### src/rtl/key_pkg.sv
// key_pkg: shared types and helpers for the push-button front end.
//   key_state_t      - classifier FSM states
//   KEY_SYNC_STAGES  - depth of the pin synchroniser
//   ms_to_cyc()      - converts a duration in ms to clock cycles at clk_hz
package key_pkg;

    typedef enum logic [2:0] {
        IDLE       = 3'd0,
        DB_PRESS   = 3'd1,
        PRESSED    = 3'd2,
        LONG_HELD  = 3'd3,
        DB_RELEASE = 3'd4
    } key_state_t;

    localparam int KEY_SYNC_STAGES = 2;

    // Divide first so large clock rates do not overflow 32 bits.
    function automatic int unsigned ms_to_cyc(input int unsigned clk_hz, input int unsigned ms);
        return clk_hz / 1000 * ms;
    endfunction

endpackage

### src/rtl/key_sync.sv
// key_sync: synchroniser for the raw active-low key pin.
//   clk    in  system clock
//   rst_n  in  asynchronous active-low reset
//   key_n  in  raw active-low pin (asynchronous)
//   key_s  out synchronised pressed level (1 = pressed), KEY_SYNC_STAGES cycles late
// The flops hold the pin polarity and reset to 1, so a reset always reads as
// "released" and a key held through reset is seen as a fresh press.
module key_sync
    import key_pkg::*;
(
    input  logic clk,
    input  logic rst_n,
    input  logic key_n,
    output logic key_s
);

    logic [KEY_SYNC_STAGES-1:0] sync_q;

    always_ff @(posedge clk or negedge rst_n) begin
        if (!rst_n) begin
            sync_q <= '1;
        end else begin
            sync_q <= {sync_q[KEY_SYNC_STAGES-2:0], key_n};
        end
    end

    assign key_s = ~sync_q[KEY_SYNC_STAGES-1];

endmodule

### src/rtl/key_press_classifier.sv
// key_press_classifier: debounces one push-button and classifies presses.
//   clk         in  system clock
//   rst_n       in  asynchronous active-low reset
//   key_n       in  raw button pin, active-low, may bounce
//   key_level   out debounced pressed level (1 = pressed)
//   key_short   out 1-cycle pulse on an accepted release before the long time
//   key_long    out 1-cycle pulse when the hold reaches LONG_MS (once per press)
//   key_repeat  out 1-cycle pulse every REPEAT_MS after key_long while held
// Raw edge to key_level takes 2 (sync) + DB_CYC (debounce) + 1 cycles.
module key_press_classifier
    import key_pkg::*;
#(
    parameter int unsigned CLK_HZ      = 50_000_000,
    parameter int unsigned DEBOUNCE_MS = 20,
    parameter int unsigned LONG_MS     = 1000,
    parameter int unsigned REPEAT_MS   = 200
) (
    input  logic clk,
    input  logic rst_n,
    input  logic key_n,
    output logic key_level,
    output logic key_short,
    output logic key_long,
    output logic key_repeat
);

    localparam int unsigned DB_CYC   = ms_to_cyc(CLK_HZ, DEBOUNCE_MS);
    localparam int unsigned LONG_CYC = ms_to_cyc(CLK_HZ, LONG_MS);
    localparam int unsigned RPT_CYC  = ms_to_cyc(CLK_HZ, REPEAT_MS);

    localparam int DB_W   = $clog2(DB_CYC + 1);
    localparam int HOLD_W = $clog2(LONG_CYC + 1);
    localparam int RPT_W  = (RPT_CYC > 0) ? $clog2(RPT_CYC + 1) : 1;

    localparam logic [DB_W-1:0]   DB_MAX    = DB_W'(DB_CYC);
    localparam logic [DB_W-1:0]   DB_ONE    = DB_W'(1);
    localparam logic [HOLD_W-1:0] HOLD_LAST = HOLD_W'(LONG_CYC - 1);
    localparam logic [RPT_W-1:0]  RPT_LAST  = RPT_W'((RPT_CYC > 0) ? RPT_CYC - 1 : 0);

    logic key_s;

    key_sync u_sync (
        .clk   (clk),
        .rst_n (rst_n),
        .key_n (key_n),
        .key_s (key_s)
    );

    key_state_t        state, state_nxt;
    logic [DB_W-1:0]   db_cnt, db_cnt_nxt;
    logic [HOLD_W-1:0] hold_cnt, hold_cnt_nxt;
    logic [RPT_W-1:0]  rpt_cnt, rpt_cnt_nxt;
    // Set once key_long has fired for the current press; doubles as the
    // remembered origin (LONG_HELD vs PRESSED) while in DB_RELEASE.
    logic              long_done, long_done_nxt;
    logic              level_nxt, short_nxt, long_nxt, repeat_nxt;

    logic held, hold_hit, rpt_hit, db_done;

    always_comb begin
        // Hold/repeat timing runs in every debounced-pressed state, including
        // DB_RELEASE, so a release bounce never disturbs the long/repeat schedule.
        held     = (state == PRESSED) || (state == LONG_HELD) || (state == DB_RELEASE);
        hold_hit = held && !long_done && (hold_cnt == HOLD_LAST);
        rpt_hit  = (RPT_CYC > 0) && held && long_done && (rpt_cnt == RPT_LAST);
        db_done  = (db_cnt == DB_MAX);

        state_nxt     = state;
        db_cnt_nxt    = db_cnt;
        hold_cnt_nxt  = hold_cnt;
        rpt_cnt_nxt   = rpt_cnt;
        long_done_nxt = long_done;
        short_nxt     = 1'b0;
        long_nxt      = hold_hit;
        repeat_nxt    = rpt_hit;

        // The hold counter stops at LONG_CYC-1 and the repeat counter wraps,
        // so neither can produce a spurious event however long the key is held.
        if (held && !long_done) begin
            if (hold_hit) begin
                long_done_nxt = 1'b1;
                rpt_cnt_nxt   = '0;
            end else begin
                hold_cnt_nxt = hold_cnt + HOLD_W'(1);
            end
        end
        if ((RPT_CYC > 0) && held && long_done) begin
            rpt_cnt_nxt = rpt_hit ? '0 : rpt_cnt + RPT_W'(1);
        end

        case (state)
            IDLE: begin
                if (key_s) begin
                    state_nxt  = DB_PRESS;
                    db_cnt_nxt = DB_ONE;
                end
            end
            DB_PRESS: begin
                if (db_done) begin
                    state_nxt     = PRESSED;
                    db_cnt_nxt    = '0;
                    hold_cnt_nxt  = '0;
                    long_done_nxt = 1'b0;
                end else if (!key_s) begin
                    state_nxt  = IDLE;
                    db_cnt_nxt = '0;
                end else begin
                    db_cnt_nxt = db_cnt + DB_ONE;
                end
            end
            PRESSED, LONG_HELD: begin
                if (!key_s) begin
                    state_nxt  = DB_RELEASE;
                    db_cnt_nxt = DB_ONE;
                end else if (hold_hit) begin
                    state_nxt = LONG_HELD;
                end
            end
            DB_RELEASE: begin
                if (db_done) begin
                    state_nxt  = IDLE;
                    db_cnt_nxt = '0;
                    // A long firing on this very cycle also cancels the short.
                    short_nxt  = !long_done && !hold_hit;
                end else if (key_s) begin
                    state_nxt  = long_done_nxt ? LONG_HELD : PRESSED;
                    db_cnt_nxt = '0;
                end else begin
                    db_cnt_nxt = db_cnt + DB_ONE;
                end
            end
            default: begin
                state_nxt  = IDLE;
                db_cnt_nxt = '0;
            end
        endcase

        level_nxt = (state_nxt == PRESSED) || (state_nxt == LONG_HELD) ||
                    (state_nxt == DB_RELEASE);
    end

    always_ff @(posedge clk or negedge rst_n) begin
        if (!rst_n) begin
            state      <= IDLE;
            db_cnt     <= '0;
            hold_cnt   <= '0;
            rpt_cnt    <= '0;
            long_done  <= 1'b0;
            key_level  <= 1'b0;
            key_short  <= 1'b0;
            key_long   <= 1'b0;
            key_repeat <= 1'b0;
        end else begin
            state      <= state_nxt;
            db_cnt     <= db_cnt_nxt;
            hold_cnt   <= hold_cnt_nxt;
            rpt_cnt    <= rpt_cnt_nxt;
            long_done  <= long_done_nxt;
            key_level  <= level_nxt;
            key_short  <= short_nxt;
            key_long   <= long_nxt;
            key_repeat <= repeat_nxt;
        end
    end

endmodule

### config.mk
export PLATFORM = sky130hd
export DESIGN_NAME = key_press_classifier
export DESIGN_NICKNAME = d
export VERILOG_FILES = /design/src/rtl/key_pkg.sv /design/src/rtl/key_sync.sv /design/src/rtl/key_press_classifier.sv
export SDC_FILE = /design/constraint.sdc
export NUM_CORES = 1
export LEC_CHECK = 0
export ABC_AREA = 0
export CORE_ASPECT_RATIO = 1.25
export CORE_MARGIN = 8
export CORE_UTILIZATION = 30
export DETAILED_ROUTE_END_ITERATION = 16
export SLEW_MARGIN = 0
export SYNTH_ARGS = -nofsm -noshare
export SYNTH_HDL_FRONTEND = slang
export SYNTH_SLANG_ARGS = --single-unit
### constraint.sdc
create_clock -name clk -period 2.5 [get_ports clk]
set_input_delay 0.375 -clock clk [delete_from_list [all_inputs] [get_ports clk]]
set_output_delay 0.375 -clock clk [all_outputs]
set_load 0.02 [all_outputs]
==> metrics.md <==
| Metric | Value |
|---|---|
| Leak Pwr | `~2.3 nW` |
| Syn avg cell area | `around 9.3 um^2` |
| Unrepaired setup endpoints after global routing | `no` |
| Initial antenna violation count | `0` |
| DP Cell Count | `675` |
| Largest net degree at the start of global routing | `46` |
| Yosys top cell area share | `between 40% and 50%` |
| CTS sink count | `80` |
| Worst setup EP type | `flop` |
| WHS | `-4.71 ps` |
| Fmax | `438 MHz` |
| Final setup fails | `0` |
| Post-synth cell types | `65` |
| Worst-path clk slew | `60 ps` |
| WS Path Type | `reg2reg` |
| Vias in the first global route | `about 3,800` |
| Synth Register Bits | `80` |
| Area leader, netlist | `dfrtp_1` |
| Total number of vias | `between 3,000 and 4,000` |
| Clock tree root driver cell | `clkbuf_16` |
| Final period util | `91.4%` |
| Worst hold-check path type | `in2async` |
| Sequential share of power | `between 40 and 50%` |
| Setup TNS | `0 ps` |
| Final #Nets | `just over 500` |
| Die Y | `between 150 and 200 um` |
| Syn Inst Count | `a little under 500` |
| Initial DRC Count | `between 200 and 250` |
| Clk pwr share | `49.4%` |
| Wire length of the first global-routing pass | `around 19,000 um` |
| Post-synth top flop | `dfrtp_1` |
| Syn nets | `around 500` |
| Diode count | `0` |
| DRC errors left | `0` |
| Worst relative slew slack | `between 30% and 40%` |
| Core ar. | `~0.015 mm^2` |
| Outcome | `finished, violations left` |
| HPWL after DPL | `between 7000 and 8000 um` |
| CTS Hold Bufs | `0` |
| R2R setup slack | `around 220 ps` |
| Slew @ Worst Pin | `just under 1000 ps` |
| Final cell count without fillers | `between 600 and 700` |
| Final Max Tran Viols | `0` |
| Setup ws final | `216 ps` |
| Switching pwr | `between 0.0006 and 0.0007 W` |
| CP max FO | `13` |
| Worst Skew | `between 10 and 15 ps` |
| GR Util All Layers | `a little under an eighth` |
| Die span in x | `127 um` |
| FF-to-FF Start | `hold_cnt[0]$_DFF_PN0_` |
| Dpl ws | `around 220 ps` |
| Reg-to-reg endpoint | `hold_cnt[21]$_DFF_PN0_` |
| Sequential area share after synthesis | `43.5%` |
| Startpoint Class | `flop` |
| Max-cap violation count | `0` |
| Synthesized area | `0.00461 mm^2` |
| Cell chain of the critical path | `ha_1 > nand2_1 > nor3_4 > a2111o_1 > or4_1 > a22oi_1` |
| Peak supply drop | `~0.30 mV` |
| Final min period | `2280 ps` |
| Routed wire per std cell | `around 16 um` |
| Number of I/O pins | `7` |
| Area grow syn2layout | `13.7%` |
| Max incr delay on CP | `approximately 600 ps` |
| Violated checks | `negative hold slack` |
| Pwr dens | `around 560 mW/mm^2` |
| Internal | `about 0.0023 W` |
| Final Hold Vio Count | `7` |
| Row cnt | `50` |
| CTS tree | `built` |
| H-tree levels | `3` |
| Overall routed net length | `~11,000 um` |
| TritonCTS buffer count | `9` |
| Ranking of synthesized cells by area | `dfrtp_1 42%, nand2_1 3.8%, nand3_1 3.7%` |
| Synth warn | `0` |
| Fraction of layout cells with a size suffix above 1 | `between 9 and 10%` |
| Die area | `a little under 0.02 mm^2` |
| Post-synth ARST share | `100%` |
| Total gr overflow | `0` |
| Post-synth EDFFs | `0` |
| Setup Fix Bufs, Post-CTS | `0` |
| Worst Path Arrival | `approximately 2500 ps` |
| Max Buffers Root-to-Sink | `2` |
| FF-to-FF path depth | `6` |
| Drt via density | `around 5.8` |
| Worst Path Required | `2760 ps` |
| Clk_lat worst skew | `between 300 and 400 ps` |
| Post-route ant nets | `0` |
| Pre-antenna DRT Iters | `4` |
| Initial core utilization | `30.7%` |
| GPL Wtd Cong | `a little over 0.8` |
| Port bufs | `6` |
| Switch share | `about 23%` |
| Combinational Power Share | `between 4 and 5%` |
| Critical Path Slowest Stage Cell | `a2111o_1` |
[final cells by class]
type                            count  area (um^2)
Clock buffer                       10          239
Clock inverter                      6         90.1
Fill cell                        1496         9770
Inverter                           12         45.0
Multi-Input combinational cell    378         2420
Sequential cell                    80         2000
Tap cell                          182          228
Timing Repair Buffer               23          210
[kinds of logic (layout without fill, tap and decap cells)]
family / after synthesis / in the layout / synth area share, %
xor+xnor: 4 / 4 / 0.760
flops: 80 / 80 / 43.5
mux: 9 / 9 / 1.95
fa+ha+maj: 4 / 4 / 1.09
compound gates: 120 / 120 / 18.7
simple gates: 241 / 241 / 30.1
buf+inv: 37 / 51 / 3.94
[power groups by stage]
stage               logic [W]  registers, W  clock network, W
floorplan            0.000109       0.00135                 0
finish               0.000119       0.00137           0.00145
detailed placement   0.000123       0.00139                 0
global route         0.000138       0.00137           0.00155
global placement     0.000120       0.00139                 0
CTS                  0.000124       0.00137           0.00148
[layout by cell type (no fill, tap or decap), drive strengths merged, types with 10 or more instances in the layout]
cell    instances
nand4          21
dfrtp          78
nand2b         14
a21oi          25
clkbuf         10
a211o          14
nor3           21
a31oi          14
buf            18
nor4           15
nand3          34
nor2           23
o21ai          16
and3           20
inv            13
nand2          47
[flip-flops by register name, summed over array words and instances, names as in the netlist]
name,cells
key_short,1
u_sync.sync_q,2
key_repeat,1
key_long,1
long_done,1
db_cnt,20
state,3
hold_cnt,26
key_level,1
rpt_cnt,24
[synthesized netlist by cell type, types with 3 or more instances]
| cell type | instances |
|---|---|
| dfrtp_1 | 78 |
| nand2_1 | 47 |
| nand3_1 | 34 |
| a21oi_1 | 23 |
| nor2_1 | 23 |
| and3_1 | 20 |
| nand4_1 | 20 |
| nor3_1 | 20 |
| o21ai_0 | 15 |
| a211o_1 | 14 |
| a31oi_1 | 14 |
| nand2b_1 | 14 |
| nor4_1 | 14 |
| inv_1 | 12 |
| buf_2 | 9 |
| clkbuf_1 | 9 |
| mux2i_1 | 9 |
| or4_1 | 9 |
| and4_1 | 8 |
| a22oi_1 | 7 |
| o31ai_1 | 7 |
| nor4b_1 | 6 |
| a21o_1 | 5 |
| a221o_1 | 5 |
| a22o_1 | 5 |
| buf_4 | 4 |
| ha_1 | 4 |
| nor3b_1 | 4 |
| xnor2_1 | 4 |
| a41oi_1 | 3 |
| nor2b_1 | 3 |
| or3_1 | 3 |
[stage by stage]
| step | total power, W | util (%) | area, um^2 |
|---|---|---|---|
| detailed placement | 0.00152 | 32.7 | 4910 |
| finish | 0.00294 | 34.9 | 5240 |
| global route | 0.00306 | 34.9 | 5240 |
| global placement | 0.00151 | 32.7 | 4910 |
| CTS | 0.00297 | 34.9 | 5240 |
| floorplan | 0.00146 | - | 4610 |
[how the worst max path moves through the flow]
| stage | start | endpoint | slack, ps | cells past startpoint |
|---|---|---|---|---|
| 2_1_floorplan | hold_cnt[0]$_DFF_PN0_ | hold_cnt[23]$_DFF_PN0_ | 340 | 8 |
| 3_3_place_gp | hold_cnt[0]$_DFF_PN0_ | hold_cnt[21]$_DFF_PN0_ | 280 | 6 |
| 3_5_place_dp | hold_cnt[0]$_DFF_PN0_ | rpt_cnt[2]$_DFFE_PN0P_ | 220 | 6 |
| 4_1_cts | hold_cnt[0]$_DFF_PN0_ | rpt_cnt[2]$_DFFE_PN0P_ | 200 | 6 |
| 5_1_grt | hold_cnt[0]$_DFF_PN0_ | hold_cnt[23]$_DFF_PN0_ | 60 | 6 |
| 6_report | hold_cnt[0]$_DFF_PN0_ | hold_cnt[21]$_DFF_PN0_ | 220 | 6 |
[critical path: cells and delay by family (launching register included)]
| family | cells | cell delay [ps] |
|---|---|---|
| AOI/OAI and AO/OA | 2 | 760 |
| DFF | 1 | 430 |
| and+or+nand+nor | 3 | 710 |
| adders and majority gates | 1 | 310 |
[layer usage]
| metal | GRT usage, % | share of wire, % | up-vias |
|---|---|---|---|
| met1 | 14.1 | 46 | 1947 |
| li1 | - | - | 1928 |
| met3 | 1.62 | 2.8 | 19 |
| met4 | 5.96 | 2.3 | 0 |
| met2 | 19.1 | 49 | 84 |
| met5 | 0 | 0 | - |
[repair_timing]
item	CTS	global route
endpoints found under the setup margin	0	3
endpoints found under the hold margin	0	0
resized for setup	0	1
Note: power is estimated with default switching activity, not from simulation.
